<file path="config.mk">
export PLATFORM = sky130hd
export DESIGN_NAME = nvme_doorbell_sched
export DESIGN_NICKNAME = d
export VERILOG_FILES = /design/src/rtl/nvme_doorbell_sched.sv
export SDC_FILE = /design/constraint.sdc
export NUM_CORES = 1
export LEC_CHECK = 0
export BUFFER_PORTS_ARGS = -buffer_cell sky130_fd_sc_hd__buf_2
export CORE_UTILIZATION = 30
export DETAILED_ROUTE_END_ITERATION = 8
export SYNTH_ARGS = -nofsm -noshare
export SYNTH_HDL_FRONTEND = slang
export SYNTH_SLANG_ARGS = --single-unit
</file>
<file path="constraint.sdc">
create_clock -name clk -period 1.7 [get_ports clk]
set_clock_uncertainty 0.15 [all_clocks]
set_input_delay 0.17 -clock clk [delete_from_list [all_inputs] [get_ports clk]]
set_output_delay 0.17 -clock clk [all_outputs]
set_load 0.05 [all_outputs]
</file>
<file path="src/rtl/nvme_doorbell_sched.sv">
// NVMe SQ-tail / CQ-head doorbell scheduler sharing one AXI-Lite write master.
// Define NVME_DB_BRESP_CHK_EN to flag error responses and retry the doorbell.
module nvme_doorbell_sched #(
    parameter int          DEPTH      = 16,
    parameter int          QID        = 1,
    parameter int          DSTRD      = 0,
    parameter logic [31:0] DB_BASE    = 32'h1000,
    parameter int          ADDR_WIDTH = 32,
    localparam int         QW         = $clog2(DEPTH)
) (
    input  logic                  clk,
    input  logic                  rstn,
    input  logic                  sqt_valid,
    input  logic [QW-1:0]         sqt_tail,
    output logic                  sqt_ready,
    input  logic                  cqe_valid,
    input  logic [15:0]           cqe_sqhead,
    input  logic [15:0]           cqe_cid,
    input  logic                  cqe_phase,
    input  logic [14:0]           cqe_status,
    output logic                  cqe_ready,
    output logic                  cmp_valid,
    input  logic                  cmp_ready,
    output logic [15:0]           cmp_cid,
    output logic [14:0]           cmp_status,
    output logic [QW-1:0]         sq_head,
    output logic [ADDR_WIDTH-1:0] db_awaddr,
    output logic                  db_awvalid,
    input  logic                  db_awready,
    output logic [31:0]           db_wdata,
    output logic [3:0]            db_wstrb,
    output logic                  db_wvalid,
    input  logic                  db_wready,
    input  logic [1:0]            db_bresp,
    input  logic                  db_bvalid,
    output logic                  db_bready,
    output logic                  phase_err,
    output logic                  db_err
);
    localparam int STRIDE = 4 << DSTRD;
    localparam logic [ADDR_WIDTH-1:0] SQ_DB =
        ADDR_WIDTH'(DB_BASE + 32'(2 * QID * STRIDE));
    localparam logic [ADDR_WIDTH-1:0] CQ_DB =
        ADDR_WIDTH'(DB_BASE + 32'((2 * QID + 1) * STRIDE));

    typedef enum logic [1:0] {S_IDLE, S_ADDR, S_RESP} state_t;

    state_t                r_state;
    logic [QW-1:0]         r_sq_tail;
    logic [QW-1:0]         r_cq_head;
    logic [QW-1:0]         r_sq_head;
    logic                  r_sq_pend;
    logic                  r_cq_pend;
    logic                  r_exp_phase;
    logic                  r_last_gnt;
    logic                  r_cmp_valid;
    logic [15:0]           r_cmp_cid;
    logic [14:0]           r_cmp_status;
    logic                  r_phase_err;
    logic                  r_awvalid;
    logic                  r_wvalid;
    logic                  r_bready;
    logic [ADDR_WIDTH-1:0] r_awaddr;
    logic [QW-1:0]         r_wr_val;
    logic [3:0]            r_wstrb;

    logic w_cqe_acc;
    logic w_cqe_hit;
    logic w_idle;
    logic w_pick_sq;
    logic w_gnt_sq;
    logic w_gnt_cq;
    logic w_retry_sq;
    logic w_retry_cq;
    logic w_unused_sqh;

    assign sqt_ready  = 1'b1;
    assign cqe_ready  = ~r_cmp_valid | cmp_ready;
    assign w_cqe_acc  = cqe_valid & cqe_ready;
    assign w_cqe_hit  = w_cqe_acc & (cqe_phase == r_exp_phase);
    assign w_idle     = (r_state == S_IDLE);
    // r_last_gnt: 0 = SQ, 1 = CQ; on a tie the side not served last wins
    assign w_pick_sq  = r_sq_pend & (~r_cq_pend | r_last_gnt);
    assign w_gnt_sq   = w_idle & w_pick_sq;
    assign w_gnt_cq   = w_idle & r_cq_pend & ~w_pick_sq;
    assign w_unused_sqh = ^cqe_sqhead[15:QW];

`ifdef NVME_DB_BRESP_CHK_EN
    logic w_berr;
    logic r_db_err;
    assign w_berr     = (r_state == S_RESP) & db_bvalid & (db_bresp != 2'b00);
    assign w_retry_sq = w_berr & ~r_last_gnt;
    assign w_retry_cq = w_berr & r_last_gnt;
    assign db_err     = r_db_err;

    always_ff @(posedge clk or negedge rstn) begin
        if (!rstn) r_db_err <= 1'b0;
        else if (w_berr) r_db_err <= 1'b1;
    end
`else
    logic w_unused_bresp;
    assign w_unused_bresp = ^db_bresp;
    assign w_retry_sq     = 1'b0;
    assign w_retry_cq     = 1'b0;
    assign db_err         = 1'b0;
`endif

    always_ff @(posedge clk or negedge rstn) begin
        if (!rstn) begin
            r_sq_tail <= '0;
            r_sq_pend <= 1'b0;
        end else begin
            if (sqt_valid) r_sq_tail <= sqt_tail;
            if (sqt_valid | w_retry_sq) r_sq_pend <= 1'b1;
            else if (w_gnt_sq) r_sq_pend <= 1'b0;
        end
    end

    always_ff @(posedge clk or negedge rstn) begin
        if (!rstn) begin
            r_cq_head    <= '0;
            r_exp_phase  <= 1'b1;
            r_cq_pend    <= 1'b0;
            r_sq_head    <= '0;
            r_cmp_valid  <= 1'b0;
            r_cmp_cid    <= '0;
            r_cmp_status <= '0;
            r_phase_err  <= 1'b0;
        end else begin
            if (w_cqe_hit) begin
                r_cmp_valid  <= 1'b1;
                r_cmp_cid    <= cqe_cid;
                r_cmp_status <= cqe_status;
                r_sq_head    <= cqe_sqhead[QW-1:0];
                r_cq_head    <= r_cq_head + 1'b1;
                if (r_cq_head == QW'(DEPTH - 1)) r_exp_phase <= ~r_exp_phase;
            end else if (cmp_ready) begin
                r_cmp_valid <= 1'b0;
            end
            if (w_cqe_acc & ~w_cqe_hit) r_phase_err <= 1'b1;
            if (w_cqe_hit | w_retry_cq) r_cq_pend <= 1'b1;
            else if (w_gnt_cq) r_cq_pend <= 1'b0;
        end
    end

    always_ff @(posedge clk or negedge rstn) begin
        if (!rstn) begin
            r_state    <= S_IDLE;
            r_last_gnt <= 1'b1;
            r_awaddr   <= '0;
            r_wr_val   <= '0;
            r_wstrb    <= '0;
            r_awvalid  <= 1'b0;
            r_wvalid   <= 1'b0;
            r_bready   <= 1'b0;
        end else begin
            unique case (r_state)
                S_IDLE: begin
                    if (w_gnt_sq | w_gnt_cq) begin
                        r_awaddr   <= w_gnt_sq ? SQ_DB : CQ_DB;
                        r_wr_val   <= w_gnt_sq ? r_sq_tail : r_cq_head;
                        r_last_gnt <= w_gnt_cq;
                        r_wstrb    <= 4'hF;
                        r_awvalid  <= 1'b1;
                        r_wvalid   <= 1'b1;
                        r_state    <= S_ADDR;
                    end
                end
                S_ADDR: begin
                    if (db_awready) r_awvalid <= 1'b0;
                    if (db_wready) r_wvalid <= 1'b0;
                    if ((~r_awvalid | db_awready) & (~r_wvalid | db_wready)) begin
                        r_bready <= 1'b1;
                        r_state  <= S_RESP;
                    end
                end
                S_RESP: begin
                    if (db_bvalid) begin
                        r_bready <= 1'b0;
                        r_state  <= S_IDLE;
                    end
                end
                default: r_state <= S_IDLE;
            endcase
        end
    end

    assign cmp_valid  = r_cmp_valid;
    assign cmp_cid    = r_cmp_cid;
    assign cmp_status = r_cmp_status;
    assign sq_head    = r_sq_head;
    assign phase_err  = r_phase_err;
    assign db_awaddr  = r_awaddr;
    assign db_awvalid = r_awvalid;
    assign db_wdata   = {{(32 - QW){1'b0}}, r_wr_val};
    assign db_wstrb   = r_wstrb;
    assign db_wvalid  = r_wvalid;
    assign db_bready  = r_bready;
endmodule

</file>
==> results of run 1 <==
-- registers in the layout (all words and copies together), names as in the netlist --
name / count
cmp_cid: 16
cmp_status: 15
r_cq_head: 4
r_sq_tail: 4
r_wr_val: 4
sq_head: 4
db_awaddr: 2
r_state: 2
cmp_valid: 1
db_awvalid: 1
db_bready: 1
db_wvalid: 1
phase_err: 1
r_cq_pend: 1
r_exp_phase: 1
r_last_gnt: 1
r_sq_pend: 1
-- worst max path at each step --
stage / startpoint / endpoint / slack [ns] / cells past startpoint
final: r_exp_phase$_DFFE_PN1P_ / cmp_cid[3]$_DFFE_PN0P_ / 0.07 / 4
after global routing: cmp_valid$_DFFE_PN0P_ / cqe_ready / 0.002 / 3
after CTS: cmp_valid$_DFFE_PN0P_ / cqe_ready / 0.05 / 3
after detailed placement: r_exp_phase$_DFFE_PN1P_ / cmp_status[6]$_DFFE_PN0P_ / 0.07 / 4
after global placement: r_exp_phase$_DFFE_PN1P_ / cmp_status[12]$_DFFE_PN0P_ / 0.09 / 4
after floorplan: cmp_valid$_DFFE_PN0P_ / cmp_cid[15]$_DFFE_PN0P_ / -0.03 / 6
-- logic make-up after synthesis --
logic type | after synthesis
AOI/OAI and AO/OA | 18
xor gates and xnor gates | 5
adders and majority gates | 1
buffers and inverters | 74
DFF | 60
muxes | 40
other | 2
and+or+nand+nor | 23
-- cell usage in the layout (no fill, tap or decap), drive strengths merged, types with 2 or more instances in the layout --
master	synthesis	final
a21bo	2	2
a221o	4	4
a22oi	2	2
and3	6	6
buf	69	105
bufinv	0	3
clkbuf	0	10
clkinv	0	2
conb	2	59
dfrtp	58	58
dfstp	2	2
dlygate4sd3	0	45
inv	5	5
mux2	40	40
nand2	5	5
nand2b	2	2
nand4	3	3
nor2	3	3
o21bai	2	2
xnor2	5	5
-- through the flow --
| stage | worst slack [ns] | area (µm²) |
|---|---|---|
| after floorplan | -0.0298 | 3110 |
| after global placement | 0.0926 | 3320 |
| after detailed placement | 0.0684 | 3320 |
| after CTS | 0.0511 | 4010 |
| after global routing | 0.00222 | 4010 |
| final | 0.0740 | 4010 |
-- area by class of cell --
class                           instances  area [µm²]  area share, %
Clock buffer                           10         138           3.43
Clock inverter                          5         100           2.50
Inverter                                5        18.8          0.468
Multi-Input combinational cell        146        1060           26.4
Sequential cell                        60        1510           37.6
Tap cell                              129         161           4.03
Timing Repair Buffer                  150        1030           25.7
-- tightest hold or removal path, delay by kind of cell --
family,cells,cell delay [ns]
XOR/XNOR,1,0.17
buffers and inverters,1,0.10
AO/OA/AOI/OAI,1,0.09
-- power groups by stage --
stage | logic, mW | registers, mW | clock network [mW]
after CTS | 4.42 | 2.52 | 1.63
after floorplan | 1.64 | 4.36 | 0
after global routing | 4.68 | 2.62 | 1.67
after global placement | 4.30 | 2.50 | 0
final | 4.40 | 2.52 | 1.55
after detailed placement | 4.34 | 2.54 | 0
-- layer usage --
layer | up-vias | part of all wire (%)
met5 | - | 0
met4 | 0 | 1.7
met3 | 11 | 8.0
met2 | 111 | 47
met1 | 955 | 43
li1 | 930 | -
==> results.json, run 1 <==
{
  "status": "complete, no violations",
  "synthToLayoutAreaGrowth_pct": 39.4,
  "ant_nets": 0,
  "cts.sinks": 60,
  "rr_worst_depth": 4,
  "critPathBufInv": 1,
  "cp_cell_sequence": "xnor2_2 > nand3_4 > buf_12 > mux2_2",
  "routed_wl_mm": 5.71,
  "tns_ns": 0,
  "die_h_um": 99.9,
  "clk_path_buf_depth": 2,
  "synthMuxAreaShare_pct": 16.6,
  "synth_adder_area_share_pct": 0.435,
  "synthDominantCellAreaShare_pct": 50.5,
  "yosys.area.top_type": "dfrtp_1",
  "post-route-min-period_ns": 1.63,
  "holdWs_ns": 0.0837,
  "finalHoldViolations": 0,
  "grt-ovfl-total": 0,
  "rows": 35,
  "vias_per_cell": 3.97,
  "hold_class": "in2reg",
  "final_nets": 435,
  "critPathRequiredTime_ns": 1.76,
  "coreArea_um2": 9280,
  "power.total_mw": 8.47,
  "p_per_area_nw_per_um2": 2110,
  "syn_area_um2": 2880,
  "synth_area_leaders": "dfrtp_1 50%, buf_4 17%, mux2_2 13%",
  "start_util_pct": 31.0,
  "drtIter0Drc": 76,
  "min_to": "phase_err$_DFFE_PN0P_",
  "die_area_um2": 9980,
  "fin_cells": 505,
  "cts_resized": 0,
  "yosysWarnings": 0,
  "clock_latency_ns": 0.33,
  "ys.flop_type": "dfrtp_1",
  "drc": 0,
  "arrival_ns": 1.69,
  "ctsHoldBuffers": 45,
  "switchingPower_mw": 3.98,
  "grtUsageMet3_pct": 4.53,
  "cell_internal_pwr_mw": 4.49,
  "grt_pass1_wl_mm": 9.23,
  "antenna_cells": 0,
  "die_w_um": 99.9,
  "cts_tree": "done",
  "antenna_found_initial": 0,
  "vdd_ir_drop_max_uv": 1120,
  "period_share_pct": 95.6,
  "dp_cells": 445,
  "cts_root_buf": "clkbuf_8",
  "synth_common_cells": "64 x buf_4, 58 x dfrtp_1, 33 x mux2_2",
  "synth_seq_cells": 60,
  "via_count": 2007,
  "reg2reg_slack_ns": 0.07,
  "nFillCells": 896,
  "numPortBuffers": 99,
  "hp-start": "cqe_phase",
  "utilization_pct": 43.2,
  "rr_startpoint": "r_exp_phase$_DFFE_PN1P_",
  "seqPwrFrac_pct": 29.7,
  "post-synth-top-count-cell": "buf_4",
  "max_slew_margin_pct": 51.3,
  "worst_setup_path_start_kind": "flop",
  "htree_num_levels": 3,
  "cp_top_family": "flip-flops",
  "synth_compound_area_share_pct": 5.53,
  "dp_hpwl_mm": 3.71,
  "grt_pass1_vias": 1993,
  "setup_viol": 0,
  "maxCapViolCount": 0,
  "grt_start_max_net_pins": 61,
  "pwr-share-comb_pct": 52.0,
  "slowest_stage": "dfstp_2",
  "async_reset_ff_share_pct": 100,
  "synth-edff-count": 0,
  "worst_pin_slew_ns": 0.725,
  "cts_made_buffers": 9,
  "place_congestion": 0.655,
  "grt_busiest_layer": "met2",
  "syn_inst": 223,
  "clkTransAtPathRegs_ns": 0.06,
  "post_cts_buffers": 0,
  "p_leak_nw": 2.00,
  "syn_area_per_cell_um2": 12.9,
  "grt_util_met2_pct": 19.8,
  "synth_top_family_by_area": "buffers and inverters",
  "synth-simple-area-share_pct": 4.44,
  "synth_xor_area_share_pct": 1.78,
  "critPathKind": "reg2reg",
  "timing.rr.end": "cmp_cid[3]$_DFFE_PN0P_",
  "drive_above_1_share_pct": 45.2,
  "drt_pass1_iterations": 4,
  "cp_max_fo": 22,
  "ys_types": 33,
  "fmax_mhz": 615,
  "max_stage_delay_ns": 0.56,
  "clkPwrFrac_pct": 18.3,
  "grt_usage_pct": 12.1,
  "slew_viol_final": 0,
  "yosysSeqAreaShare_pct": 52.3,
  "wl_per_cell_um": 11.3,
  "end_kind": "flop",
  "rsz0062_at_grt": "false",
  "io_pins": 173,
  "hold_path_depth": 3,
  "use_met1_pct": 14.2,
  "swShare_pct": 47.0
}
(Power assumes the default switching activity.)
==> inputs of run 2 (changes only) <==
==> constraint.sdc (replaced) <==
create_clock -name clk -period 1.5 [get_ports clk]
set_clock_uncertainty 0.15 [all_clocks]
set_input_delay 0.15 -clock clk [delete_from_list [all_inputs] [get_ports clk]]
set_output_delay 0.15 -clock clk [all_outputs]
set_load 0.05 [all_outputs]
==> run 2 against run 1 <==
  * The run now ends with negative setup slack left
  * Sequential share of layout area decreased by 0.27 points
  * Non-clock buffer count increased by 8
  * Power increased by 11%
  * Combinational power increased by 18%
  * Hold slack improved by 0.013 ns
  * Final area increased by 0.81%
  * Setup slack got worse by 0.14 ns
  * Count of clock-buffer cells in the layout increased by 1
  * Largest power group unchanged
==> results.json, run 2 (synthesis gave the netlist of run 1 again) <==
{
  "status": "finished with violations",
  "violations": "negative setup slack",
  "routed_wl_mm": 5.79,
  "vdd_ir_drop_max_uv": 1190,
  "drc": 0,
  "holdWs_ns": 0.0971,
  "p_per_area_nw_per_um2": 2320,
  "cts.sinks": 60,
  "p_leak_nw": 2.02,
  "drtIter0Drc": 51,
  "grt_start_max_net_pins": 61,
  "rows": 35,
  "clock_latency_ns": 0.33,
  "antenna_cells": 0,
  "drive_above_1_share_pct": 47.1,
  "period_share_pct": 104,
  "die_w_um": 99.9,
  "coreArea_um2": 9280,
  "die_h_um": 99.9,
  "switchingPower_mw": 4.57,
  "largest_register_ff_count": 16,
  "pre_cts_slack_ns": -0.0631,
  "clk_path_buf_depth": 2,
  "via_count": 2013,
  "critPathKind": "reg2reg",
  "finalHoldViolations": 0,
  "final_nets": 443,
  "grt_pass1_wl_mm": 9.56,
  "clkPwrFrac_pct": 13.8,
  "antenna_found_initial": 0,
  "place_congestion": 0.707,
  "dp_hpwl_mm": 3.66,
  "power.total_mw": 9.36,
  "arrival_ns": 1.63,
  "drt_pass1_iterations": 3,
  "clkTransAtPathRegs_ns": 0.07,
  "final_cell_mix": "98 x buf_2, 59 x conb_1, 56 x dfrtp_1",
  "post-route-min-period_ns": 1.57,
  "start_util_pct": 31.0,
  "utilization_pct": 43.5,
  "cp_max_fo": 14,
  "fmax_mhz": 638,
  "swShare_pct": 48.8,
  "post_cts_buffers": 0,
  "cell_internal_pwr_mw": 4.79,
  "hold_class": "in2reg",
  "pwr-share-comb_pct": 55.7,
  "io_pins": 173,
  "grt-ovfl-total": 0,
  "ant_nets": 0,
  "tns_ns": -1.91,
  "maxCapViolCount": 0,
  "fin_ws_ns": -0.0671,
  "numPortBuffers": 99,
  "cts_made_buffers": 9,
  "die_area_um2": 9980,
  "wl_per_cell_um": 11.3,
  "rsz0062_at_grt": "true",
  "vias_per_cell": 3.92,
  "grt_pass1_vias": 2043,
  "setup_viol": 36,
  "worst_setup_path_start_kind": "flop",
  "cts_root_buf": "clkbuf_8",
  "seqPwrFrac_pct": 30.5,
  "grt_usage_pct": 12.4,
  "end_kind": "flop",
  "slew_viol_final": 0,
  "layout_commonest_cell": "buf_2",
  "htree_num_levels": 3,
  "critPathRequiredTime_ns": 1.56,
  "synthToLayoutAreaGrowth_pct": 40.5,
  "cts_tree": "done"
}
## run 2: changes by cell type in the layout (fill, tap and decap cells not counted), sizes merged
cell / change
buf: +8
bufinv: -3
clkbuf: +1
clkinvlp: +2
## run 2: routing by layer
layer | wire (µm) | track usage (%) | up-vias
met3 | 427 | 4.18 | 9
met2 | 2870 | 21.1 | 105
li1 | - | - | 948
met5 | 0 | 0 | -
met1 | 2400 | 14.2 | 951
met4 | 84 | 5.43 | 0
## run 2: metrics by stage
step	cells	instance area, µm²
3_3_place_gp	453	3390
2_1_floorplan	280	3120
4_1_cts	513	4030
5_1_grt	513	4040
6_report	513	4040
3_5_place_dp	453	3390
## run 2: area by class of cell
| cell class | count | area, µm² |
|---|---|---|
| fill | 871 | 5240 |
| sequential | 60 | 1510 |
| timing repair buffer | 158 | 1090 |
| multi-input combinational | 146 | 1080 |
| tap | 129 | 161 |
| clock buffer | 11 | 151 |
| clock inverter | 4 | 25.0 |
| inverter | 5 | 18.8 |
## run 2: worst max-delay path: stages (launching register included)
cell and delay (ns):
dfstp_2 0.56, xnor2_2 0.14, nand3_4 0.13, buf_12 0.18, mux2_4 0.30
## run 2: timing repair
item,CTS,global route
resized for setup,3,3
pin swaps,0,2
hold endpoints to repair,107,0
hold buffers,45,0
setup endpoints to repair,37,40
## run 2: final timing paths
path	end	cells past startpoint	startpoint	slack, ns
setup / recovery	cmp_status[11]$_DFFE_PN0P_	4	r_exp_phase$_DFFE_PN1P_	-0.07
hold / removal	cmp_valid$_DFFE_PN0P_	4	cmp_ready	0.1
setup reg to reg	cmp_status[11]$_DFFE_PN0P_	4	r_exp_phase$_DFFE_PN1P_	-0.07
hold reg to reg	phase_err$_DFFE_PN0P_	1	phase_err$_DFFE_PN0P_	0.33
max in group asynchronous	r_last_gnt$_DFFE_PN1P_	3	rstn	0.66
min in group asynchronous	cmp_status[4]$_DFFE_PN0P_	3	rstn	0.23
## run 2: power by group through the flow
| stage | combinational [mW] | clock (mW) | sequential (mW) |
|---|---|---|---|
| 2_1_floorplan | 1.89 | 0 | 4.95 |
| 3_3_place_gp | 5.07 | 0 | 2.83 |
| 3_5_place_dp | 5.11 | 0 | 2.86 |
| 4_1_cts | 5.22 | 1.36 | 2.84 |
| 5_1_grt | 5.50 | 1.43 | 2.97 |
| 6_report | 5.21 | 1.29 | 2.86 |
==> inputs of run 3 (changes only) <==
--- a/config.mk
+++ b/config.mk
@@ -8,6 +8,7 @@
 export BUFFER_PORTS_ARGS = -buffer_cell sky130_fd_sc_hd__buf_2
 export CORE_UTILIZATION = 30
 export DETAILED_ROUTE_END_ITERATION = 8
+export PLACE_DENSITY = 0.58
 export SYNTH_ARGS = -nofsm -noshare
 export SYNTH_HDL_FRONTEND = slang
 export SYNTH_SLANG_ARGS = --single-unit
==> run 3 against run 2 <==
  * The flow still finishes with violations (negative setup slack)
  * Flip-flop and latch count unchanged
  * Clock power about the same
  * Register-to-register slack hardly changed
  * Non-clock buffer count increased by 2
  * Via count up 1.9%
  * Hold slack improved by 0.014 ns
  * Count of clock-buffer cells in the layout up 3
  * Setup slack worse by 0.0049 ns
  * Critical path type unchanged
  * Highest routed layer unchanged
==> results.json, run 3 (synthesis gave the netlist of run 1 again) <==
{
  "status": "finished with violations",
  "violations": "negative setup slack",
  "rr_worst_depth": 4,
  "rows": 35,
  "coreArea_um2": 9280,
  "setup_viol": 36,
  "grt_usage_pct": 12.1,
  "crit_start": "r_exp_phase$_DFFE_PN1P_",
  "end_kind": "flop",
  "numPortBuffers": 99,
  "hold_class": "in2reg",
  "reg2reg_slack_ns": -0.07,
  "drtIter0Drc": 39,
  "period_share_pct": 105,
  "drt_pass1_iterations": 4,
  "dp_hpwl_mm": 3.90,
  "die_area_um2": 9980,
  "placed_area_um2": 3410,
  "rr_startpoint": "r_exp_phase$_DFFE_PN1P_",
  "htree_num_levels": 3,
  "hp-start": "cmp_ready",
  "start_util_pct": 31.0,
  "fmax_mhz": 636,
  "place_congestion": 0.709,
  "critPathRequiredTime_ns": 1.55,
  "layout_commonest_cell": "buf_2",
  "drc": 0,
  "cts_made_buffers": 9,
  "grt_start_max_net_pins": 24,
  "finalHoldViolations": 0,
  "grt_pass1_vias": 2048,
  "critPathKind": "reg2reg",
  "wl_per_cell_um": 11.2,
  "final_nets": 445,
  "antenna_found_initial": 0,
  "cp_cell_sequence": "xnor2_2 > nand3_4 > buf_12 > mux2_2",
  "largest_register_ff_count": 16,
  "fin_ws_ns": -0.0720,
  "clock_latency_ns": 0.32,
  "final_cell_mix": "98 x buf_2, 59 x conb_1, 56 x dfrtp_1",
  "p_leak_nw": 2.02,
  "swShare_pct": 48.6,
  "vias_per_cell": 3.97,
  "antenna_cells": 0,
  "rsz0062_at_grt": "true",
  "cts_root_buf": "clkbuf_8",
  "switchingPower_mw": 4.55,
  "max_stage_delay_ns": 0.55,
  "clkPwrFrac_pct": 13.5,
  "drive_above_1_share_pct": 47.5,
  "io_pins": 173,
  "die_w_um": 99.9,
  "cts.sinks": 60,
  "maxCapViolCount": 0,
  "p_per_area_nw_per_um2": 2310,
  "pre_cts_slack_ns": -0.0721,
  "via_count": 2051,
  "ant_nets": 0,
  "crit_path_end": "cmp_cid[0]$_DFFE_PN0P_",
  "cell_internal_pwr_mw": 4.82,
  "arrival_ns": 1.63,
  "worst_setup_path_start_kind": "flop",
  "cts_tree": "done",
  "grt_pass1_wl_mm": 9.38,
  "seqPwrFrac_pct": 30.5,
  "fin_area_um2": 4060,
  "post-route-min-period_ns": 1.57,
  "vdd_ir_drop_max_uv": 1530,
  "synthToLayoutAreaGrowth_pct": 41.3,
  "timing.rr.end": "cmp_cid[0]$_DFFE_PN0P_",
  "slowest_stage": "dfstp_2",
  "pwr-share-comb_pct": 56.0,
  "die_h_um": 99.9,
  "routed_wl_mm": 5.77,
  "clk_path_buf_depth": 2,
  "cp_max_fo": 18,
  "clkTransAtPathRegs_ns": 0.06,
  "grt-ovfl-total": 0,
  "slew_viol_final": 0
}
[run 3: routing by layer]
| layer | wire [µm] | global-route usage, % | share of wire, % |
|---|---|---|---|
| met4 | 100 | 5.32 | 1.7 |
| met1 | 2460 | 13.8 | 43 |
| met3 | 452 | 4.18 | 7.8 |
| met5 | 0 | 0 | 0 |
| met2 | 2760 | 20.7 | 48 |
[run 3: repair_timing]
action,CTS,global route
endpoints found under the setup margin,40,40
hold buffers,45,0
buffers inserted,0,0
pin swaps,1,1
gates resized for setup,4,5
endpoints found under the hold margin,85,0
[run 3: critical path, delay by kind of cell, from the launching register on]
kind	cells	cell delay [ns]
xor+xnor	1	0.10
buf+inv	1	0.17
mux	1	0.36
flops	1	0.55
simple gates	1	0.13
[run 3: power groups by stage]
stage	combinational, mW	clock, mW	sequential, mW
detailed placement	5.13	0	2.86
CTS	5.25	1.33	2.85
global placement	5.08	0	2.83
finish	5.25	1.27	2.86
floorplan	1.89	0	4.95
global route	5.53	1.39	2.96
[run 3: worst min path at each step]
stage | to | slack, ns | cells after the start
6_report | cmp_valid$_DFFE_PN0P_ | 0.11 | 4
5_1_grt | cmp_valid$_DFFE_PN0P_ | 0.12 | 4
4_1_cts | cmp_valid$_DFFE_PN0P_ | 0.09 | 4
3_5_place_dp | cmp_status[1]$_DFFE_PN0P_ | -0.02 | 1
3_3_place_gp | cmp_status[14]$_DFFE_PN0P_ | -0.02 | 1
2_1_floorplan | cmp_cid[0]$_DFFE_PN0P_ | -0.30 | 0
[run 3: through the flow]
| stage | hold slack, ns | instances | power, mW | util [%] | TNS, ns |
|---|---|---|---|---|---|
| finish | 0.111 | 516 | 9.38 | 43.8 | -1.89 |
| detailed placement | -0.0177 | 455 | 7.99 | 36.7 | -1.74 |
| global route | 0.117 | 516 | 9.89 | 43.8 | -3.97 |
| global placement | -0.0190 | 455 | 7.91 | 36.7 | -1.39 |
| floorplan | -0.296 | 280 | 6.84 | - | -5.72 |
| CTS | 0.0925 | 516 | 9.43 | 43.6 | -1.96 |
[run 3: final cells by class]
cell class,instances,area [µm²]
sequential,60,1510
timing repair buffer,160,1110
clock inverter,2,10.0
fill,861,5220
tap,129,161
clock buffer,14,163
inverter,5,18.8
multi-input combinational,146,1090
